[config.mk]
export PLATFORM = sky130hd
export DESIGN_NAME = fetch_unit_flat
export DESIGN_NICKNAME = d
export VERILOG_FILES = /design/src/rtl/mips_pkg.sv /design/src/rtl/fetch_unit_if.sv /design/src/rtl/if_id_reg.sv /design/src/rtl/fetch_unit.sv /design/src/flat_wrapper.sv
export SDC_FILE = /design/constraint.sdc
export NUM_CORES = 1
export LEC_CHECK = 0
export CORE_MARGIN = 3
export CORE_UTILIZATION = 42
export DETAILED_ROUTE_END_ITERATION = 8
export PLACE_DENSITY = 0.78
export SETUP_SLACK_MARGIN = 0.2
export SYNTH_ARGS = -nofsm -noshare
export SYNTH_HDL_FRONTEND = slang
export SYNTH_HIERARCHICAL = 1
export SYNTH_SLANG_ARGS = --single-unit
[constraint.sdc]
create_clock -name clk -period 2.1 [get_ports clk]
set_clock_uncertainty 0.1 [all_clocks]
set_input_delay 0.21 -clock clk [delete_from_list [all_inputs] [get_ports clk]]
set_output_delay 0.21 -clock clk [all_outputs]
set_load 0.1 [all_outputs]
[src/rtl/mips_pkg.sv]
// rtl/mips_pkg.sv - shared MIPS pipeline constants, types and helpers
package mips_pkg;

  typedef logic [31:0] word_t;

  // PC_src redirect select encodings driven by the ID-stage controller
  localparam logic [1:0] PCSRC_SEQ = 2'b00;
  localparam logic [1:0] PCSRC_BR  = 2'b01;
  localparam logic [1:0] PCSRC_J   = 2'b10;
  localparam logic [1:0] PCSRC_JR  = 2'b11;

  // sll $0,$0,0
  localparam word_t MIPS_NOP = 32'h0000_0000;

  // Opcode / funct values decoded by the controller
  localparam logic [5:0] OP_RTYPE = 6'h00;
  localparam logic [5:0] OP_J     = 6'h02;
  localparam logic [5:0] OP_JAL   = 6'h03;
  localparam logic [5:0] OP_BEQ   = 6'h04;
  localparam logic [5:0] OP_BNE   = 6'h05;
  localparam logic [5:0] OP_LW    = 6'h23;
  localparam logic [5:0] OP_SW    = 6'h2B;
  localparam logic [5:0] FN_JR    = 6'h08;
  localparam logic [5:0] FN_JALR  = 6'h09;

  // Contents of the IF/ID pipeline register
  typedef struct packed {
    word_t instr;
    word_t pc_plus4;
    logic  valid;
  } if_id_t;

  // j/jal target: upper PC+4 nibble, 26-bit index, word aligned
  function automatic word_t jump_target(input word_t pc_plus4, input word_t instr);
    return {pc_plus4[31:28], instr[25:0], 2'b00};
  endfunction

endpackage

[src/rtl/fetch_unit_if.sv]
// rtl/fetch_unit_if.sv - instruction-memory fetch bus between fetch stage and IM
interface fetch_unit_if;
  import mips_pkg::*;

  word_t IM_addr;
  word_t IM_rdata;
  logic  IM_ready;

  modport master (output IM_addr, input IM_rdata, input IM_ready);
  modport slave  (input IM_addr, output IM_rdata, output IM_ready);
endinterface

[src/rtl/if_id_reg.sv]
// rtl/if_id_reg.sv - IF/ID pipeline register with load, hold and bubble controls
module if_id_reg
  import mips_pkg::*;
#(
  parameter word_t NOP_WORD = MIPS_NOP
) (
  input  logic   clk,
  input  logic   reset,
  input  logic   i_load,
  input  logic   i_bubble,
  input  word_t  i_instr,
  input  word_t  i_pc_plus4,
  output if_id_t o_q
);

  if_id_t r_q;

  // Bubble wins over load; neither asserted means hold (stall)
  always_ff @(posedge clk or posedge reset) begin
    if (reset) begin
      r_q <= '{instr: NOP_WORD, pc_plus4: 32'h0, valid: 1'b0};
    end else if (i_bubble) begin
      r_q <= '{instr: NOP_WORD, pc_plus4: 32'h0, valid: 1'b0};
    end else if (i_load) begin
      r_q <= '{instr: i_instr, pc_plus4: i_pc_plus4, valid: 1'b1};
    end
  end

  assign o_q = r_q;

endmodule

[src/rtl/fetch_unit.sv]
// rtl/fetch_unit.sv - MIPS IF stage: PC, redirect priority, IF/ID register, redirect counter
module fetch_unit
  import mips_pkg::*;
#(
  parameter word_t RESET_PC = 32'h0000_0000,
  parameter word_t NOP_WORD = MIPS_NOP,
  parameter int    CNT_W    = 16
) (
  input  logic               clk,
  input  logic               reset,
  input  logic [1:0]         PC_src,
  input  word_t              Branch_target,
  input  word_t              Jr_target,
  input  logic               Stall,
  fetch_unit_if.master       im,
  output word_t              ID_instruction,
  output word_t              ID_PC_plus4,
  output logic               ID_valid,
  output logic               ID_flush,
  output logic [CNT_W-1:0]   Redirect_count
);

  word_t            r_pc;
  logic [CNT_W-1:0] r_cnt;
  word_t            w_pc_plus4;
  word_t            w_jump_target;
  word_t            w_next_pc;
  logic             w_load;
  logic             w_bubble;
  logic             w_redirect;
  if_id_t           w_id;

  assign w_pc_plus4    = r_pc + 32'd4;
  assign w_jump_target = jump_target(w_id.pc_plus4, w_id.instr);

  // Redirect priority: EX branch beats stall; stall masks ID jumps since a jr source may be the stalled load
  always_comb begin
    w_next_pc  = r_pc;
    w_load     = 1'b0;
    w_bubble   = 1'b0;
    w_redirect = 1'b0;
    if (PC_src == PCSRC_BR) begin
      w_next_pc  = Branch_target;
      w_bubble   = 1'b1;
      w_redirect = 1'b1;
    end else if (Stall) begin
      w_next_pc  = r_pc;
    end else if (PC_src == PCSRC_J) begin
      w_next_pc  = w_jump_target;
      w_bubble   = 1'b1;
      w_redirect = 1'b1;
    end else if (PC_src == PCSRC_JR) begin
      w_next_pc  = Jr_target;
      w_bubble   = 1'b1;
      w_redirect = 1'b1;
    end else if (!im.IM_ready) begin
      w_bubble   = 1'b1;
    end else begin
      w_next_pc  = w_pc_plus4;
      w_load     = 1'b1;
    end
  end

  // Program counter; a redirect during a busy fetch simply abandons it
  always_ff @(posedge clk or posedge reset) begin
    if (reset) begin
      r_pc <= RESET_PC;
    end else begin
      r_pc <= w_next_pc;
    end
  end

  // Saturating count of taken redirects
  always_ff @(posedge clk or posedge reset) begin
    if (reset) begin
      r_cnt <= '0;
    end else if (w_redirect && (r_cnt != {CNT_W{1'b1}})) begin
      r_cnt <= r_cnt + 1'b1;
    end
  end

  if_id_reg #(.NOP_WORD(NOP_WORD)) u_if_id (
    .clk       (clk),
    .reset     (reset),
    .i_load    (w_load),
    .i_bubble  (w_bubble),
    .i_instr   (im.IM_rdata),
    .i_pc_plus4(w_pc_plus4),
    .o_q       (w_id)
  );

  assign im.IM_addr     = r_pc;
  assign ID_instruction = w_id.instr;
  assign ID_PC_plus4    = w_id.pc_plus4;
  assign ID_valid       = w_id.valid;
  assign ID_flush       = (PC_src == PCSRC_BR);
  assign Redirect_count = r_cnt;

endmodule

[src/flat_wrapper.sv]
// flat-port wrapper written by rule: the top's interface ports become plain ports
module fetch_unit_flat import mips_pkg::*;
#(
  parameter word_t RESET_PC = 32'h0000_0000,
  parameter word_t NOP_WORD = MIPS_NOP,
  parameter int    CNT_W    = 16
)
  (clk, reset, PC_src, Branch_target, Jr_target, Stall, ID_instruction, ID_PC_plus4, ID_valid, ID_flush, Redirect_count, im_IM_addr, im_IM_rdata, im_IM_ready);
  fetch_unit_if im_i ();
  input  logic clk;
  input  logic reset;
  input  logic [1:0] PC_src;
  input  word_t Branch_target;
  input  word_t Jr_target;
  input  logic Stall;
  output word_t ID_instruction;
  output word_t ID_PC_plus4;
  output logic ID_valid;
  output logic ID_flush;
  output logic [CNT_W-1:0] Redirect_count;
  output wire logic [$bits(im_i.IM_addr)-1:0] im_IM_addr;
  input wire logic [$bits(im_i.IM_rdata)-1:0] im_IM_rdata;
  input wire logic [$bits(im_i.IM_ready)-1:0] im_IM_ready;
  assign im_IM_addr = im_i.IM_addr;
  assign im_i.IM_rdata = im_IM_rdata;
  assign im_i.IM_ready = im_IM_ready;
  fetch_unit #(.RESET_PC(RESET_PC), .NOP_WORD(NOP_WORD), .CNT_W(CNT_W)) u_core (.clk(clk), .reset(reset), .PC_src(PC_src), .Branch_target(Branch_target), .Jr_target(Jr_target), .Stall(Stall), .im(im_i), .ID_instruction(ID_instruction), .ID_PC_plus4(ID_PC_plus4), .ID_valid(ID_valid), .ID_flush(ID_flush), .Redirect_count(Redirect_count));
endmodule
* Yosys cells after proc, flatten, opt, wreduce, memory -nomap -nowiden
Cells that the tools add are included.
** Word-level totals
- Bits in registers :: 113
- Latch bits :: 0
- Memory bits (writable) :: 0
- Bits in read-only memories :: 0
- Input port bits :: 102
- Memories kept :: 0
** Cells by class
- Add/subtract/negate cells :: 2
- Multiply operators :: 0
- Div/mod/pow operators :: 0
- Order comparisons :: 0
- Equality and inequality tests :: 5
- Shifts and indexed selects :: 0
- Multiplexer cells :: 21
- Bitwise gates (word level) :: 0
- Reduce and logical (&&, ||, !) cells :: 4
** Operators by type and width (count)
- two-way mux 32 bit :: 5
- two-way mux 65 bit :: 2
- adder 32 x 3 -> 32 bit (second input constant) :: 1
- adder 16 x 1 -> 16 bit (second input constant) :: 1
- inequality test 16 bit (second input constant) :: 1
- two-way mux 1 bit :: 14
- == test 2 bit (second input constant) :: 2
- nonzero test 4 bit :: 1
- == test 2 x 1 -> 1 bit (second input constant) :: 1
- inequality test 2 x 1 -> 1 bit (second input constant) :: 1
- AND reduction 2 bit :: 1
- nonzero test 2 bit :: 1
- logical AND 1 bit :: 1

* Longest topological paths before layout
Gate-level depths: netlist of run 1.
- Word-level depth :: 7
- Depth in mapped cells :: 9

* Hierarchy
Netlist of run 1, hierarchy kept.
** By module, submodules not included
- fetch_unit :: instances 1, cells an instance 438, area an instance 3796.1 um^2, seq. area each 1201.2 um^2
- if_id_reg :: instances 1, cells an instance 210, area an instance 2640.0 um^2, seq. area each 1626.6 um^2

* Worst setup path after synthesis of run 1
OpenSTA, ideal clock, no wires.
- Kind :: reg2reg
- From :: register u_core.r_pc[3] (netlist: u_core/im.IM_addr[3])
- To :: register u_core.u_if_id.r_q (netlist bit u_core/u_if_id/o_q[27])
- Setup time :: 122 ps
- Data arrival time :: 2606 ps
- Path slack :: -728 ps
- Cell stages (with the launch flop) :: 10
- Buffers on the path :: 2
- Period minus slack after synthesis :: 2828 ps
- Path through :: dfrtp_1 -> ha_1 -> clkbuf_1 -> nand3_1 -> nor4_1 -> buf_2 -> nand3_1 -> xnor2_1 -> mux2i_1 -> nor2_1
** Between the ends
- Word-level cells in the longest chain between the ends :: 3
** Ends and longest elaborated chain
- start, declared :: RTL line fetch_unit.sv:23 : word_t r_pc;
- start signal, assigned :: RTL line fetch_unit.sv:69 : r_pc <= w_next_pc;
- adder 32 x 3 -> 32 bit :: RTL line fetch_unit.sv:33 : assign w_pc_plus4 = r_pc + 32'd4;
- via u_core.w_pc_plus4[26] :: RTL line fetch_unit.sv:25 : word_t w_pc_plus4;
- two-way mux 65 bit :: RTL line if_id_reg.sv:24 : end else if (i_load) begin
- two-way mux 65 bit :: RTL line if_id_reg.sv:22 : end else if (i_bubble) begin
- end signal, assigned :: RTL line if_id_reg.sv:21 : r_q <= '{instr: NOP_WORD, pc_plus4: 32'h0, valid: 1'b0};
- end signal, assigned :: RTL line if_id_reg.sv:23 : r_q <= '{instr: NOP_WORD, pc_plus4: 32'h0, valid: 1'b0};
- end signal, assigned :: RTL line if_id_reg.sv:25 : r_q <= '{instr: i_instr, pc_plus4: i_pc_plus4, valid: 1'b1};
- end, declared :: RTL line if_id_reg.sv:16 : if_id_t r_q;
The timed path passes the listed nets, and every way through them passes these cells. The select of a mux whose other input is x is not followed.
A chain may end at the register's enable or synchronous reset.

* Worst setup path after layout of run 1
- From :: register u_core.r_pc[16] (netlist: u_core/im.IM_addr[16])
- To :: register u_core.r_pc[30] (netlist: u_core/im.IM_addr[30])
** Between the ends
- Word-level cells in the longest chain between the ends :: 6
** Ends and longest elaborated chain
- adder 32 x 3 -> 32 bit :: RTL line fetch_unit.sv:33
- two-way mux 32 bit :: RTL line fetch_unit.sv:56 : end else if (!im.IM_ready) begin
- two-way mux 32 bit :: RTL line fetch_unit.sv:52 : end else if (PC_src == PCSRC_JR) begin
- two-way mux 32 bit :: RTL line fetch_unit.sv:48 : end else if (PC_src == PCSRC_J) begin
- two-way mux 32 bit :: RTL line fetch_unit.sv:46 : end else if (Stall) begin
- two-way mux 32 bit :: RTL line fetch_unit.sv:42 : if (PC_src == PCSRC_BR) begin
Every way passes these cells. The select of a mux whose other input is x is not followed.

==> results of run 1 <==
-- state kept, by name, indices dropped and copies added, names as in the netlist --
signal                 count
u_core/u_if_id/o_q        65
u_core/im.IM_addr         32
u_core/Redirect_count     16
-- what timing repair did --
item,4_1_cts,5_1_grt
endpoints found under the setup margin,11,28
pin swaps,5,8
resized for setup,10,14
buffers inserted,9,7
-- worst max-delay path, stage by stage, from the launching register on --
cell and delay [ps]:
dfrtp_4 460, nand3_1 190, nor4b_4 310, buf_4 190, nand3_1 130, or4_1 420
nand3_1 80
-- report_power, final --
part | total [W] | switching [W] | internal [W]
Sequential | 0.00274 | 0.000271 | 0.00247
Combinational | 0.00328 | 0.00229 | 0.000992
Clock | 0.00326 | 0.00101 | 0.00225
Total | 0.00928 | 0.00357 | 0.00570
-- stage by stage --
stage	TNS, ps	power [W]	hold WS, ps	area (sq um)
after floorplan	-413.6	0.005026	247.7	6721
after global placement	0	0.005914	363.8	9072
after detailed placement	-30.58	0.005969	383.0	9072
after CTS	0	0.009298	93.05	9853
after global routing	0	0.009606	140.6	9957
final	0	0.009276	94.78	9957
-- final timing paths --
check / endpoint / depth (start not counted)
max: u_core/im.IM_addr[30] / 6
min: u_core/Redirect_count[13] / 2
max reg2reg: u_core/im.IM_addr[30] / 6
max in group asynchronous: u_core/im.IM_addr[8] / 3
min in group clk: u_core/u_if_id/o_q[40] / 3
min reg2reg: u_core/Redirect_count[11] / 1
-- cells by family after synthesis --
logic type,share of synthesized area [%]
buffers and inverters,5.210
muxes,16.41
and+or+nand+nor,17.42
adders and majority gates,0.3887
AOI/OAI and AO/OA,10.93
xor gates and xnor gates,5.715
DFF,43.93
-- layout make-up --
class / count / area share, %
repair buffers: 287 / 25.70
well taps: 184 / 2.312
multi-input cells: 479 / 35.22
clock buffers: 21 / 4.524
clock inverters: 11 / 2.111
inverters: 11 / 0.4524
flip-flops and latches: 113 / 29.68
-- metal layers --
| layer | wire length [microns] | vias to the layer above | track usage (%) | share of wire [%] |
|---|---|---|---|---|
| li1 | - | 2843 | - | - |
| met1 | 9085 | 3025 | 32.91 | 41 |
| met2 | 10740 | 292 | 44.13 | 49 |
| met3 | 1874 | 40 | 6.590 | 8.5 |
| met4 | 442 | 0 | 9.963 | 2.0 |
| met5 | 0 | - | 0 | 0 |
-- synth_stat cells, types with 3 or more instances --
cell       count  area, sq um
o22a_1         4        35.03
a21oi_1       31        155.2
buf_1          3        11.26
or3_1          3        18.77
o22ai_1        6        37.54
buf_2          5        25.02
nand2_1       43        161.4
nor4_1         3        18.77
and2_1         3        18.77
o211ai_1       7        52.55
nand3_1       28        140.1
clkbuf_1      19        71.32
buf_8          5        75.07
a221oi_1       3        26.28
and3_1        12        75.07
o21ai_0       25        125.1
mux2_2        10        112.6
a22oi_1        3        22.52
xnor2_1       32        280.3
nor3_1         8        40.04
inv_1          9        33.78
buf_4          9        67.56
xor2_1        10        87.58
dfrtp_1      113         2828
mux2i_1       83        830.8
o2111ai_1      5        43.79
nand4_1       10        62.56
and4_1         4        35.03
o2bb2a_1       3        30.03
nor2_1        92        345.3
a31oi_1        9        56.30
nand4_2        3        37.54
mux4_2         5        112.6
or4_1          4        30.03
-- cells in the final DEF (no fill, tap or decap), types with 17 or more instances in the layout --
cell	instances
buf_4	171
nand2_1	43
a21oi_1	29
clkbuf_16	17
dfrtp_1	71
dfrtp_4	30
clkdlybuf4s50_1	100
xnor2_1	29
nand3_1	19
mux2i_1	83
nor2_1	89
o21ai_0	19
==> flow_metrics.tcl, run 1 <==
set metrics [dict create \
    p_leak_nw 4.333 \
    synthCells 648 \
    hp-class "in -> async" \
    syn_to_final_growth_pct 54.70 \
    finalHoldViolCount 0 \
    setup_viol 0 \
    die-height_microns 129.8 \
    port_buffers 215 \
    area.sequential_sq_mm 0.002955 \
    startpoint_type "flip-flop" \
    n_antenna_cell 0 \
    startpoint "u_core/im.IM_addr[16]" \
    maxCapViolCount 0 \
    clk_pin_slew_worst_paths_ps 60 \
    clock_latency_ps 430 \
    clockBufferDepth 2 \
    cts_root_buffer "clkbuf_16" \
    via_per_inst 5.606 \
    drt-wirelength-per-cell_microns 20.02 \
    cts_htree_levels 4 \
    drt_iter0_drc 429 \
    rsz0062_at_grt "true" \
    reg2reg_from "u_core/im.IM_addr[16]" \
    postRouteAntennaNets 0 \
    fillers 1166 \
    synthFlopType "dfrtp_1" \
    hold_buffers 0 \
    slew_viol_final 0 \
    finalWorstSetupSlack_ps 171.0 \
    rows 44 \
    cp_max_fo 7 \
    rrSetupSlack_ps 170 \
    finalCritPeriodShare_pct 91.86 \
    synth_nets 752 \
    track_usage_pct 26.32 \
    pin_count 216 \
    antenna_found_initial 0 \
    status "complete, no violations" \
    grt_pass1_wl_microns 34460 \
    vias 6200 \
    grt_pass1_vias 6491 \
    period_minus_slack_ps 1929 \
    crit_type "reg -> reg" \
    numCtsBuffers 17 \
    syn_area_sq_mm 0.006436 \
    die_w_microns 129.8 \
    hpwl_microns 15920 \
    async_reset_ff_share_pct 100.0 \
    ys_warn_count 6 \
    yosys_register_bits 113 \
    die_area_sq_mm 0.01685 \
    power_density_mw_per_mm2 931.6 \
    drc_errors 0 \
    synth_edf_count 0 \
    timing.fmax_ghz 0.5184 \
    avgSynthCellArea_sq_um 9.932 \
    critPathCaptureType "flip-flop" \
    pre_cts_ws_ps -30.34 \
    dr.pass1.iters 5 \
    cts.sinks 113 \
    initial_utilization_pct 43.62 \
    utilization_pct 67.49 \
    core_sq_mm 0.01475 \
    tightest_slew_ps 452.0 \
    arrival_ps 2190 \
    final_nets 1013 \
    grt_max_degree 66 \
    crit_required_ps 2360 \
    globalplace.congestion 0.8865 \
    ys_types 62 \
    routed_wl_microns 22140 \
    dp.cells 1058 \
    yosysSeqAreaShare_pct 43.93 \
    multi_input_area_sq_mm 0.003507 \
    cts_tree "done" \
    drive_above_1_share_pct 34.49 \
    peakVddDrop_mv 0.7733 \
    final_cells 1106 \
    max-slew-margin-rel_pct 69.81 \
    grt_overflow 0 \
]
Note: power is estimated with default switching activity, not from simulation.
==> run 2, diff against run 1 <==
--- a/config.mk
+++ b/config.mk
@@ -5,12 +5,12 @@
 export SDC_FILE = /design/constraint.sdc
 export NUM_CORES = 1
 export LEC_CHECK = 0
+export CORE_ASPECT_RATIO = 1.4
 export CORE_MARGIN = 3
-export CORE_UTILIZATION = 42
+export CORE_UTILIZATION = 41
 export DETAILED_ROUTE_END_ITERATION = 8
 export PLACE_DENSITY = 0.78
 export SETUP_SLACK_MARGIN = 0.2
 export SYNTH_ARGS = -nofsm -noshare
 export SYNTH_HDL_FRONTEND = slang
-export SYNTH_HIERARCHICAL = 1
 export SYNTH_SLANG_ARGS = --single-unit
==> flow_metrics.tcl, run 2 <==
set metrics [dict create \
    critPathCaptureType "flip-flop" \
    synth_nets 708 \
    grt_pass1_vias 6279 \
    dr.pass1.iters 5 \
    synth_common_cells "dfrtp_1, nand2_1, a22o_1" \
    crit_type "reg -> reg" \
    status "complete, no violations" \
    postRouteAntennaNets 0 \
    drive_above_1_share_pct 37.40 \
    timing.fmax_ghz 0.5347 \
    tightest_slew_ps 1098 \
    async_reset_ff_share_pct 100.0 \
    n_antenna_cell 0 \
    startpoint_type "flip-flop" \
    synth_edf_count 0 \
    tns_ps 0 \
    finalHoldViolCount 0 \
    mostFrequentLayoutCells "buf_4, clkdlybuf4s50_1, nand2_1, dfrtp_1, a22o_1" \
    synthCells 604 \
    syn_to_final_growth_pct 58.96 \
    ys_types 57 \
    drt_iter0_drc 460 \
    dp.cells 1003 \
    synth_top_area_share_pct 46.92 \
    period_minus_slack_ps 1870 \
    final_cells 1062 \
    core_sq_mm 0.01417 \
    arrival_ps 2060 \
    p_leak_nw 4.307 \
    rsz0062_at_grt "true" \
    startpoint "u_core.im.IM_addr[2]" \
    clock_latency_ps 410 \
    synthFlopType "dfrtp_1" \
    numCtsBuffers 17 \
    post-synth-top-count-cell "dfrtp_1" \
    area.sequential_sq_mm 0.002875 \
    cts_root_buffer "clkbuf_16" \
    syn_area_sq_mm 0.006027 \
    drt-wirelength-per-cell_microns 20.12 \
    setup_viol 0 \
    fillers 1094 \
    maxCapViolCount 0 \
    grt_max_degree 58 \
    layout_commonest_cell "buf_4" \
    antenna_found_initial 0 \
    pin_count 216 \
    initial_utilization_pct 42.55 \
    yosys_register_bits 113 \
    cts_tree "done" \
    ys_warn_count 0 \
    cp_max_fo 7 \
    die_w_microns 108.5 \
    die-height_microns 149.5 \
    die_area_sq_mm 0.01621 \
    rows 51 \
    utilization_pct 67.63 \
    globalplace.congestion 0.9089 \
    port_buffers 215 \
    crit_required_ps 2290 \
    vias 6112 \
    avgSynthCellArea_sq_um 9.979 \
    multi_input_area_sq_mm 0.003333 \
    reg2reg_from "u_core.im.IM_addr[2]" \
    final_nets 968 \
    hpwl_microns 15390 \
    clk_pin_slew_worst_paths_ps 50 \
    grt_overflow 0 \
    grt_pass1_wl_microns 32510 \
    clockBufferDepth 2 \
    cts_htree_levels 4 \
    slew_viol_final 0 \
    peakVddDrop_mv 1.421 \
    largest_reg_flops 65 \
    drc_errors 0 \
    hp-class "in -> async" \
    max-slew-margin-rel_pct 26.68 \
    cts.sinks 113 \
    synthTopCellsByArea "dfrtp_1, a22o_1, nand2_1" \
    routed_wl_microns 21360 \
    power_density_mw_per_mm2 955.1 \
    finalCritPeriodShare_pct 89.06 \
    yosysSeqAreaShare_pct 46.92 \
    via_per_inst 5.755 \
    yosys.area.top_type "dfrtp_1" \
    track_usage_pct 25.79 \
]
## run 2: cell count changes after synthesis, moves of 8 or more
cell	previous run	this run
nand2_1	43	83
buf_4	9	0
buf_2	5	17
a22o_1	0	43
nor2_1	92	27
o21ai_0	25	42
a22oi_1	3	11
nand3_1	28	20
mux2i_1	83	9
## run 2: where the power goes
part / leakage, nW / internal (W) / switching (W)
logic: 2.55 / 0.000973 / 0.00235
registers: 1.45 / 0.00242 / 0.000291
clock network: 0.305 / 0.00211 / 0.00101
total: 4.31 / 0.00550 / 0.00365
## run 2: stage by stage
| stage | total power, W | hold WS, ps | setup WS, ps | cell area, sq um |
|---|---|---|---|---|
| CTS | 0.009077 | 184.1 | 193.6 | 9413 |
| detailed placement | 0.005942 | 372.2 | -8.945 | 8696 |
| global route | 0.009433 | 188.3 | 163.4 | 9580 |
| finish | 0.009151 | 162.8 | 229.6 | 9580 |
| floorplan | 0.005021 | 249.7 | -273.1 | 6421 |
| global placement | 0.005877 | 362.3 | 74.07 | 8696 |
## run 2: layout make-up
cell class	instances	share of cell area (%)
multi-input cells	439	34.79
flip-flops and latches	113	30.01
repair buffers	282	25.62
clock buffers	23	5.093
well taps	185	2.416
clock inverters	9	1.593
inverters	11	0.4702
## run 2: cell families (layout without fill, tap and decap cells)
| family | count (synthesis) | count (layout) | synth area share (%) |
|---|---|---|---|
| AND/OR/NAND/NOR | 189 | 189 | 16.30 |
| flip-flops | 113 | 113 | 46.92 |
| AO/OA/AOI/OAI | 181 | 181 | 21.07 |
| adder cells (fa/ha/maj) | 2 | 2 | 0.4151 |
| multiplexers | 29 | 29 | 6.166 |
| buffers and inverters | 52 | 325 | 3.612 |
| XOR/XNOR | 38 | 38 | 5.522 |
## run 2: worst max-delay path: stages (launching register included)
cell	delay, ps
dfrtp_2	390
buf_4	150
nand2_8	80
nor4_4	290
buf_6	180
and3_4	210
o21ai_1	60
a221o_1	290
## run 2: layer usage
metal / GRT usage (%) / wire, microns
met1: 31.36 / 8207
met2: 44.25 / 11070
met3: 5.654 / 1438
met4: 10.04 / 651
met5: 0 / 0
## run 2: worst paths after layout
kind	slack [ps]	endpoint	cells after the start
setup / recovery	230	u_core.im.IM_addr[27]	7
hold / removal	160	u_core.u_if_id.o_q[8]	3
setup reg to reg	230	u_core.im.IM_addr[27]	7
hold reg to reg	380	u_core.u_if_id.o_q[0]	2
max in group asynchronous	1440	u_core.Redirect_count[7]	3
min in group clk	280	u_core.Redirect_count[2]	5
## run 2: timing repair
item / in CTS / in global routing
hold buffers: 0 / 0
pin swaps: 8 / 8
gates resized for setup: 3 / 7
hold endpoints to repair: 0 / 0
setup endpoints to repair: 7 / 18
buffers inserted: 8 / 19
